$ cat config.mk
export PLATFORM = sky130hd
export DESIGN_NAME = shiftreg_seq_ctrl
export DESIGN_NICKNAME = d
export VERILOG_FILES = /design/src/rtl/shiftreg_seq_ctrl.sv
export SDC_FILE = /design/constraint.sdc
export NUM_CORES = 1
export LEC_CHECK = 0
export CORE_MARGIN = 3
export CORE_UTILIZATION = 29
export DETAILED_ROUTE_END_ITERATION = 7
export GPL_TIMING_DRIVEN = 0
export HOLD_SLACK_MARGIN = 0.1
export PLACE_DENSITY_LB_ADDON = 0.05
export SLEW_MARGIN = 20
export SYNTH_ARGS = -nofsm -noshare
export SYNTH_HDL_FRONTEND = slang
export SYNTH_SLANG_ARGS = --single-unit
$ cat constraint.sdc
create_clock -name clk -period 1.4 [get_ports clk]
set_input_delay 0.42 -clock clk [delete_from_list [all_inputs] [get_ports clk]]
set_output_delay 0.42 -clock clk [all_outputs]
set_load 0.1 [all_outputs]
$ cat src/rtl/shiftreg_seq_ctrl.sv
// Sequencing controller for an n-bit universal shift register: loads a parallel word, then shifts it out serially.
// Latency: bit 0 appears the cycle after the accepting edge; N bits, one done cycle, N+2 cycles per word.
// Backpressure: s_ready is high only in IDLE (and low while paused); a word is held by the producer until accepted.
// Optional feature: define SRCTRL_PAUSE_EN to add a pause input that freezes shifting without losing a bit.
module shiftreg_seq_ctrl #(
  parameter int   N    = 8,
  parameter logic FILL = 1'b0
) (
  input  logic         clk,
  input  logic         reset_n,
  input  logic         s_valid,
  output logic         s_ready,
  input  logic [N-1:0] s_data,
  input  logic         s_msb_first,
`ifdef SRCTRL_PAUSE_EN
  input  logic         pause,
`endif
  output logic [1:0]   sr_sel,
  output logic [N-1:0] sr_in,
  output logic         sr_msb,
  output logic         sr_lsb,
  input  logic [N-1:0] sr_q,
  output logic         ser_out,
  output logic         ser_valid,
  output logic         busy,
  output logic         done
);

  localparam int CW = (N > 2) ? $clog2(N) : 1;
  localparam logic [CW-1:0] LAST = CW'(N - 1);

  // Shift register sel encodings
  localparam logic [1:0] SEL_HOLD  = 2'b00;
  localparam logic [1:0] SEL_RIGHT = 2'b01;
  localparam logic [1:0] SEL_LEFT  = 2'b10;
  localparam logic [1:0] SEL_LOAD  = 2'b11;

  typedef enum logic [1:0] {
    IDLE  = 2'd0,
    SHIFT = 2'd1,
    DONE  = 2'd2
  } state_t;

  state_t        state;
  logic [CW-1:0] cnt;
  logic          dir;      // 1 = MSB first (shift left), 0 = LSB first (shift right)
  logic          pause_i;
  logic          hs;
  logic          shifting;

  // Only the two end bits of Q are observed; the rest is deliberately ignored.
  logic sr_q_unused;
  assign sr_q_unused = ^sr_q;

`ifdef SRCTRL_PAUSE_EN
  assign pause_i = pause;
`else
  assign pause_i = 1'b0;
`endif

  // Handshake and active-shift qualifiers
  assign s_ready  = (state == IDLE) && !pause_i;
  assign hs       = s_valid && s_ready;
  assign shifting = (state == SHIFT) && !pause_i;

  // Fill bits are constant; the parallel input always presents the offered word
  assign sr_msb = FILL;
  assign sr_lsb = FILL;
  assign sr_in  = s_data;

  // Serial output taps the end of Q that leaves the register first
  assign ser_out   = (state == SHIFT) && (dir ? sr_q[N-1] : sr_q[0]);
  assign ser_valid = shifting;
  assign busy      = (state != IDLE);
  assign done      = (state == DONE);

  // Register command: load only on the accepting edge, shift only while actively shifting
  always_comb begin
    sr_sel = SEL_HOLD;
    case (state)
      IDLE:    sr_sel = hs ? SEL_LOAD : SEL_HOLD;
      SHIFT:   sr_sel = shifting ? (dir ? SEL_LEFT : SEL_RIGHT) : SEL_HOLD;
      default: sr_sel = SEL_HOLD;
    endcase
  end

  // Sequencer FSM: accept word, count N shifts, one done cycle, back to idle
  always_ff @(posedge clk or negedge reset_n) begin
    if (!reset_n) begin
      state <= IDLE;
      cnt   <= '0;
      dir   <= 1'b0;
    end else begin
      case (state)
        IDLE: begin
          if (hs) begin
            dir   <= s_msb_first;
            cnt   <= '0;
            state <= SHIFT;
          end
        end
        SHIFT: begin
          if (!pause_i) begin
            cnt <= cnt + 1'b1;
            if (cnt == LAST) state <= DONE;
          end
        end
        DONE:    state <= IDLE;
        default: state <= IDLE;
      endcase
    end
  end

endmodule

==> results by group, run 1 <==
Setup path
  • Arrival @ worst endpoint: about 1200 ps
  • CP Data Required Time: 980 ps
  • CP Capture Type: output pin
  • CP max FO: 6
  • CP Launch Type: flip-flop
  • Crit path kind: flip-flop to output pin
  • WP buf/inv: 1
  • CP cell instances: nand2b_4 -> a21oi_4 -> buf_12
  • Critical path depth: 3
  • Highest-delay cell along the critical path: dfrtp_2
  • Worst r2r path cells: 3
  • Cell family with most CP delay: flip-flops
  • Max stage delay on crit path: ~430 ps

Timing
  • Setup TNS: -1300 ps
  • Max frequency: 604 MHz
  • Final Max Slew Viols: 0
  • Tmin final: roughly 1700 ps
  • Final Cycle Share: 1.18
  • Clk_skew: around 8.5 ps
  • Final Hold Viols: 0
  • RSZ-0062 raised after global routing: true
  • Final setup vio count: 7
  • PnR worst setup slack: -254 ps

Routing
  • Final ANT Viol Nets: 0
  • Drt via density: 4.43
  • Vias after detailed routing: 354
  • DRC Markers: 0
  • Post-Route WL: just under 1000 um
  • Drt initial violations: 1
  • Pre-antenna DRT Iters: 2
  • Wire per inst: roughly 12 um

Logic synthesis
  • Syn. warnings: 0
  • Synthesized cell area: approximately 390 um2
  • Top cell type's share of synthesized area: 0.381
  • Top post-synthesis cells by area: dfrtp_1 (38%), buf_4 (19%), ha_1 (6.3%), mux2_2 (5.7%), a22o_1 (4.4%)
  • Yosys reg bits: 6
  • Top_reg_cell synth: dfrtp_1
  • Count of cell types in the netlist: 18
  • Count leader, synth: buf_4
  • Mapped Cells: 38
  • FFs w/ async S/R, synth: 1.00
  • Mean Syn Cell Area: around 10 um2
  • Sequential cell area fraction in the yosys report: 0.381
  • Synth cell count leaders: buf_4 (10), dfrtp_1 (6), a21oi_1 (3)
  • Number of enable flip-flop cells after synthesis: 0
  • Post-synth top area cell: dfrtp_1

Floorplanning
  • Initial core utilization: 0.332
  • Die Y: approximately 43 um
  • DIE AREA: 1840 um2
  • Std cell rows: 12
  • Ports: 37
  • Die Wd: 42.9 um
  • Core area: around 1200 um2

Hold path
  • Worst Hold Class: input port to async pin

Clocking
  • CTS Sinks: 6
  • CTS Buf Count: 3
  • Clk buf depth: 2
  • CTS H-Tree Depth: 1
  • Clock Latency Late Sink: 250 ps
  • TritonCTS clock tree: done
  • CTS Hold Bufs: 0
  • CTS clk-pin slew, worst paths: roughly 50 ps
  • Clk root buf: clkbuf_4

GRT
  • Total GRT Usage: 0.122
  • Global-route wire length before repair: between 1500 and 2000 um
  • Largest net degree at the start of global routing: 7
  • Vias in the first global route: 356
  • Initial antenna violation count: 0
  • GRT overflow: 0

Place
  • Final GP Congestion: roughly 0.67
  • HPWL after DPL: between 600 and 700 um
  • Port bufs: 20

Run status
  • Status: complete, but fails checks
  • Failing checks: setup timing

Final layout
  • Layout cells sized above 1: 0.682
  • Syn-to-layout area delta: 87.9%
  • Fin nets: 90
  • # diodes: 0

Job
  • Max-Cap Viols: 0
-- repair_timing --
action / 4_1_cts / 5_1_grt
setup buffers: 4 / 0
gates resized for setup: 109 / 3
setup endpoints to repair: 15 / 7
pin swaps: 2 / 1
-- flip-flops by register name (all words and copies together), names as in the netlist --
signal,count
dir,1
state,2
cnt,3
-- cells by family (layout without fill, tap and decap cells) --
logic type,count (synthesis),count (layout),share of synthesized area
multiplexers,3,3,0.0825
other,1,2,0.00951
AND/OR/NAND/NOR,9,9,0.162
buffers and inverters,11,38,0.200
flip-flops,6,6,0.381
AO/OA/AOI/OAI,6,6,0.102
adder cells (fa/ha/maj),2,2,0.0635
-- worst paths after layout --
check                               from         to  slack [ps]
worst max-delay path            state[0]  sr_sel[0]        -250
worst min-delay path             reset_n     cnt[2]         420
worst max register to register  state[1]        dir         130
worst min register to register    cnt[1]     cnt[1]         500
max in group asynchronous        reset_n   state[1]         730
min in group clk                  cnt[1]     cnt[1]         500
-- layout make-up --
cell class              count  area, um2
flip-flops and latches      6        153
repair buffers             24        251
fillers                   114        445
plain buffers              10       75.1
inverters                   1       7.51
well taps                  14       17.5
clock buffers               3       22.5
multi-input cells          22        214
-- metrics by stage --
stage	setup slack [ps]	utilization	hold slack (ps)	instance area, um2	cells
2_1_floorplan	-704	-	124	418	39
3_3_place_gp	-1310	0.536	492	636	73
3_5_place_dp	-1310	0.536	493	636	73
4_1_cts	-221	0.614	424	728	80
5_1_grt	-299	0.624	433	741	80
6_report	-254	0.624	423	741	80
-- routing by layer --
layer  vias up  global-route usage  share of wire
li1        170                   -              -
met3         0              0.0636           0.17
met2        28               0.216           0.53
met1       156               0.129           0.30
met5         -                   0              0
met4         0              0.0186              0
-- layout by cell type, fill, tap and decap left out, types with 2 or more instances in the layout --
master           count
buf_4               14
buf_2                8
buf_12               6
dfrtp_1              4
clkbuf_4             3
dlygate4sd2_1        3
nor2b_4              2
a21oi_4              2
mux2_2               2
a22o_1               2
ha_1                 2
conb_1               2
clkdlybuf4s50_1      2
dfrtp_2              2
Power of run 1 is not shown: default switching activity piles up to over one toggle a cycle in this logic, so the estimate is an artifact.
==> run 2, diff against run 1 <==
- clock period: 1.4 -> 1.8 ns (I/O delays scaled with it)
==> run 2 against run 1 <==
  * The run now ends clean
  * Clock-buffer cell count is the same
  * Die area is the same
  * Sequential cell count is the same
  * Critical path depth grew 1
  * Via count shrank 0.56%
  * Worst hold slack gained 72 ps
  * Sequential share of layout area grew 0.32 points
  * Cell count shrank 1.3%
  * Critical path type is now input port to output pin
  * Critical endpoint is now ser_out
  * Largest cell class unchanged
==> results by group, run 2 (synthesis gave the netlist of run 1 again) <==
Timing
  • Max frequency: ~570 MHz
  • Hold WS: 495 ps
  • Tmin final: 1750 ps
  • Final Hold Viols: 0
  • Clk_skew: about 2.3 ps
  • Worst-Margin Slew: about 550 ps
  • RSZ-0062 raised after global routing: true
  • Final Max Slew Viols: 0
  • Final setup vio count: 0
  • Final Cycle Share: 0.974
  • Slew Limit Headroom: 0.636

Routing
  • Drt via density: 4.46
  • Post-Route WL: roughly 800 um
  • DRC Markers: 0
  • Pre-antenna DRT Iters: 1
  • Vias after detailed routing: between 300 and 400
  • Drt initial violations: 0
  • Top sig layer: met3
  • Final ANT Viol Nets: 0
  • Wire per inst: approximately 10 um
  • DR WL met3: between 100 and 150 um
  • Met2 WL: 376 um
  • Metal-1 WL: ~300 um

Floorplanning
  • Die Wd: ~43 um
  • Std cell rows: 12
  • Ports: 37
  • Die Y: between 40 and 50 um
  • DIE AREA: between 1500 and 2000 um2
  • Core area: between 1000 and 1500 um2
  • Initial core utilization: 0.332

Clocking
  • CTS Sinks: 6
  • Clock Latency Late Sink: roughly 240 ps
  • Clk buf depth: 2
  • CTS H-Tree Depth: 1
  • TritonCTS clock tree: done
  • CTS Hold Bufs: 0
  • Clk root buf: clkbuf_4
  • CTS Buf Count: 3
  • CTS clk-pin slew, worst paths: approximately 40 ps

GRT
  • Vias in the first global route: roughly 380
  • Total GRT Usage: 0.107
  • GRT overflow: 0
  • Global-route wire length before repair: roughly 1500 um
  • Largest net degree at the start of global routing: 7
  • Initial antenna violation count: 0

Final layout
  • Largest registers: cnt x3, state x2, dir x1
  • Syn-to-layout area delta: 85.1%
  • # diodes: 0
  • Layout cells sized above 1: 0.677
  • Most common cell after layout, fill and taps aside: buf_4
  • Max reg flops: 3
  • Fin cells: approximately 80
  • Final core utilization: 0.615
  • Commonest non-fill, non-tap cells in the layout: buf_4 (14), clkdlybuf4s15_2 (8), clkbuf_4 (4), dfrtp_1 (4), buf_12 (3)
  • Fin nets: 89
  • Largest Register: cnt

Setup path
  • CP Capture Type: output pin
  • Worst setup path startpoint: sr_q[7]
  • Crit path kind: input port to output pin
  • R2R Path Start: state[1]
  • Reg-to-Reg End: dir
  • Internal reg-to-reg setup slack: about 550 ps
  • Highest-delay cell along the critical path: dlygate4sd2_1
  • Worst r2r path cells: 3
  • CP cell instances: dlygate4sd2_1 -> mux2i_2 -> nor2b_4 -> buf_12
  • CP max FO: 1
  • Arrival @ worst endpoint: approximately 1200 ps
  • CP Data Required Time: ~1300 ps
  • CP Capture Point: ser_out
  • Max stage delay on crit path: between 200 and 250 ps
  • CP Launch Type: input port

Place
  • HPWL after DPL: between 600 and 700 um
  • Placed Cells: 73
  • Final GP Congestion: between 0.6 and 0.7
  • Port bufs: 20

Job
  • Max-Cap Viols: 0

Hold path
  • Worst Hold Class: flip-flop to flip-flop

Run status
  • Status: complete, no violations
[run 2: worst min-delay path by stage]
stage,from,endpoint,cells after the start
after floorplan,reset_n,cnt[0],0
after global placement,cnt[1],cnt[1],1
after detailed placement,cnt[1],cnt[1],1
after CTS,cnt[1],cnt[1],1
after global routing,cnt[1],cnt[1],1
final,cnt[1],cnt[1],1
[run 2: critical path, delay by kind of cell]
| family | cells | cell delay, ps |
|---|---|---|
| buf+inv | 2 | 400 |
| mux | 1 | 200 |
| simple gates | 1 | 70 |
[run 2: layout make-up]
| cell class | count | area (um2) |
|---|---|---|
| Tap cell | 14 | 17.5 |
| Fill cell | 114 | 457 |
| Buffer | 10 | 75.1 |
| Sequential cell | 6 | 153 |
| Clock buffer | 3 | 22.5 |
| Inverter | 1 | 7.51 |
| Timing Repair Buffer | 23 | 256 |
| Multi-Input combinational cell | 22 | 198 |
[run 2: timing repair]
action / in CTS / in global routing
buffers inserted: 3 / 0
gates resized for setup: 83 / 5
pin swaps: 2 / 0
setup endpoints to repair: 15 / 5
[run 2: metrics by stage]
stage	setup slack [ps]	setup TNS, ps	area [um2]
global route	-11.8	-20.7	729
floorplan	-424	-1280	417
detailed placement	-1150	-9590	634
global placement	-1150	-9570	634
CTS	4.18	0	721
finish	46.0	0	729
[run 2: layer usage]
metal	track usage	vias up
met5	0	-
met4	0.0186	0
met3	0.0720	0
met2	0.168	27
met1	0.120	156
li1	-	169
Power of run 2 is left out for the same reason.
==> run 3, diff against run 2 <==
- CORE_UTILIZATION: 29 -> 30
- CTS_BUF_LIST: unset -> sky130_fd_sc_hd__clkbuf_4 sky130_fd_sc_hd__clkbuf_8
==> run 3 against run 2 <==
  * Routed wire length up 18%
  * Largest cell class unchanged
  * Worst hold slack improved by 14 ps
  * Sequential cell count stayed put
  * Cell area is 7.5% higher
  * Critical endpoint is now sr_sel[1]
  * Global-route usage increased by 1.8 points
==> results by group, run 3 (synthesis gave the netlist of run 1 again) <==
Run status
  • Status: complete, no violations

Final layout
  • Number of fill cells: a little over 90
  • Fin cells: 82
  • Max reg flops: 3
  • Fin nets: slightly above 90
  • Commonest non-fill, non-tap cells in the layout: buf_4 (18), clkdlybuf4s15_2 (8), dfrtp_1 (4), buf_12 (4), clkbuf_4 (3)
  • Largest Register: cnt
  • # diodes: 0
  • FF/Latch Area: 153 um2
  • Syn-to-layout area delta: 99.0%
  • Area of the multi-input gates: 220 um2
  • Layout cells sized above 1: 0.691
  • Most common cell after layout, fill and taps aside: buf_4
  • Largest registers: cnt x3, state x2, dir x1
  • Design Area, Final: 785 um2

Clocking
  • TritonCTS clock tree: done
  • CTS Buf Count: 3
  • Clk buf depth: 2
  • Clk root buf: clkbuf_4
  • CTS H-Tree Depth: 1
  • CTS Sinks: 6
  • Clock Latency Late Sink: 250 ps
  • CTS clk-pin slew, worst paths: about 40 ps

Place
  • Pre-CTS setup slack: -1170 ps
  • Placed Cells: 73
  • Placed instance area: approximately 630 um2
  • HPWL after DPL: 722 um
  • Final GP Congestion: 0.644
  • Port bufs: 20

Setup path
  • CP Capture Type: output pin
  • Max stage delay on crit path: 260 ps
  • CP Launch Type: input port
  • CP Data Required Time: 1260 ps
  • Arrival @ worst endpoint: approximately 1200 ps
  • CP max FO: 3
  • Highest-delay cell along the critical path: clkdlybuf4s15_1
  • CP cell instances: clkdlybuf4s15_1 -> nand2b_4 -> a21oi_4 -> buf_12
  • Crit path kind: input port to output pin

Pwr
  • Pwr Total: 1.71 mW
  • Leak Pwr: between 0.3 and 0.4 nW
  • PD cells: between 2000 and 2500 nW/um2
  • Worst VDD drop: roughly 1.4 mV

Timing
  • Final setup vio count: 0
  • Hold WS: between 500 and 600 ps
  • Worst-Margin Slew: 550 ps
  • PnR worst setup slack: between 20 and 25 ps
  • Final Cycle Share: 0.988
  • Slew Limit Headroom: 0.635
  • Max frequency: roughly 560 MHz
  • Final Max Slew Viols: 0
  • Final Hold Viols: 0
  • Tmin final: 1780 ps
  • RSZ-0062 raised after global routing: true
  • Clk_skew: about 0.54 ps

Routing
  • Drt via density: 4.62
  • Drt initial violations: 3
  • Vias after detailed routing: around 380
  • Pre-antenna DRT Iters: 4
  • Final ANT Viol Nets: 0
  • Wire per inst: roughly 12 um
  • Post-Route WL: approximately 970 um
  • DRC Markers: 0

GRT
  • Total GRT Usage: 0.125
  • Vias in the first global route: 383
  • GRT overflow: 0
  • Initial antenna violation count: 0
  • Largest net degree at the start of global routing: 9
  • Global-route wire length before repair: ~1600 um

Hold path
  • Worst Hold Class: flip-flop to flip-flop

Floorplanning
  • Ports: 37
  • Die Wd: between 40 and 50 um
  • DIE AREA: about 1800 um2
  • Initial core utilization: 0.337
  • Die Y: 42.2 um
  • Std cell rows: 12
  • Core area: 1170 um2

Job
  • Max-Cap Viols: 0
-- run 3: cell count changes in the layout (fill, tap and decap cells not counted), sizes merged --
cell,before,now
buf,19,23
clkdlybuf4s15,8,9
clkbuf,5,3
-- run 3: repair_timing --
action	4_1_cts	5_1_grt
buffers inserted	4	2
pin swaps	2	3
endpoints found under the setup margin	15	5
resized for setup	86	5
hold buffers	0	0
-- run 3: per-layer routing --
layer  vias to the layer above  global-route usage  share of wire  wire length [um]
li1                        177                   -              -                 -
met1                       170               0.119           0.37               354
met2                        29               0.210           0.49               471
met3                         3              0.0515           0.12               113
met4                         0              0.0932          0.030                29
met5                         -                   0              0                 0
-- run 3: final cells by class --
type,count,area share
multi-input cells,22,0.281
clock buffers,3,0.0287
well taps,14,0.0223
plain buffers,10,0.0957
inverters,1,0.00957
repair buffers,26,0.368
flip-flops and latches,6,0.195
-- run 3: power breakdown --
part           leakage [nW]  internal (mW)  switching, mW
clock                0.0138         0.0755         0.0501
sequential           0.0698          0.199         0.0616
combinational         0.302          0.513          0.812
total                 0.386          0.787          0.924
-- run 3: metrics by stage --
stage	util	setup TNS [ps]
floorplan	-	-1280
global placement	0.542	-9540
detailed placement	0.542	-9600
CTS	0.630	-2.51
global route	0.670	-48.2
finish	0.670	0
-- run 3: path summary, 6_finish.rpt --
kind	from	slack, ps	endpoint	depth (start not counted)
max	s_valid	20	sr_sel[1]	4
min	cnt[1]	510	cnt[1]	1
min in group asynchronous	reset_n	520	cnt[2]	1
max reg2reg	state[0]	530	dir	3
min reg2reg	cnt[1]	510	cnt[1]	1
max in group asynchronous	reset_n	1060	state[1]	1
-- run 3: worst max-delay path, delay by kind of cell --
kind                   cells  cell delay, ps
buffers and inverters      2             450
AND/OR/NAND/NOR            1             100
AO/OA/AOI/OAI              1             150
(Power assumes the default switching activity.)
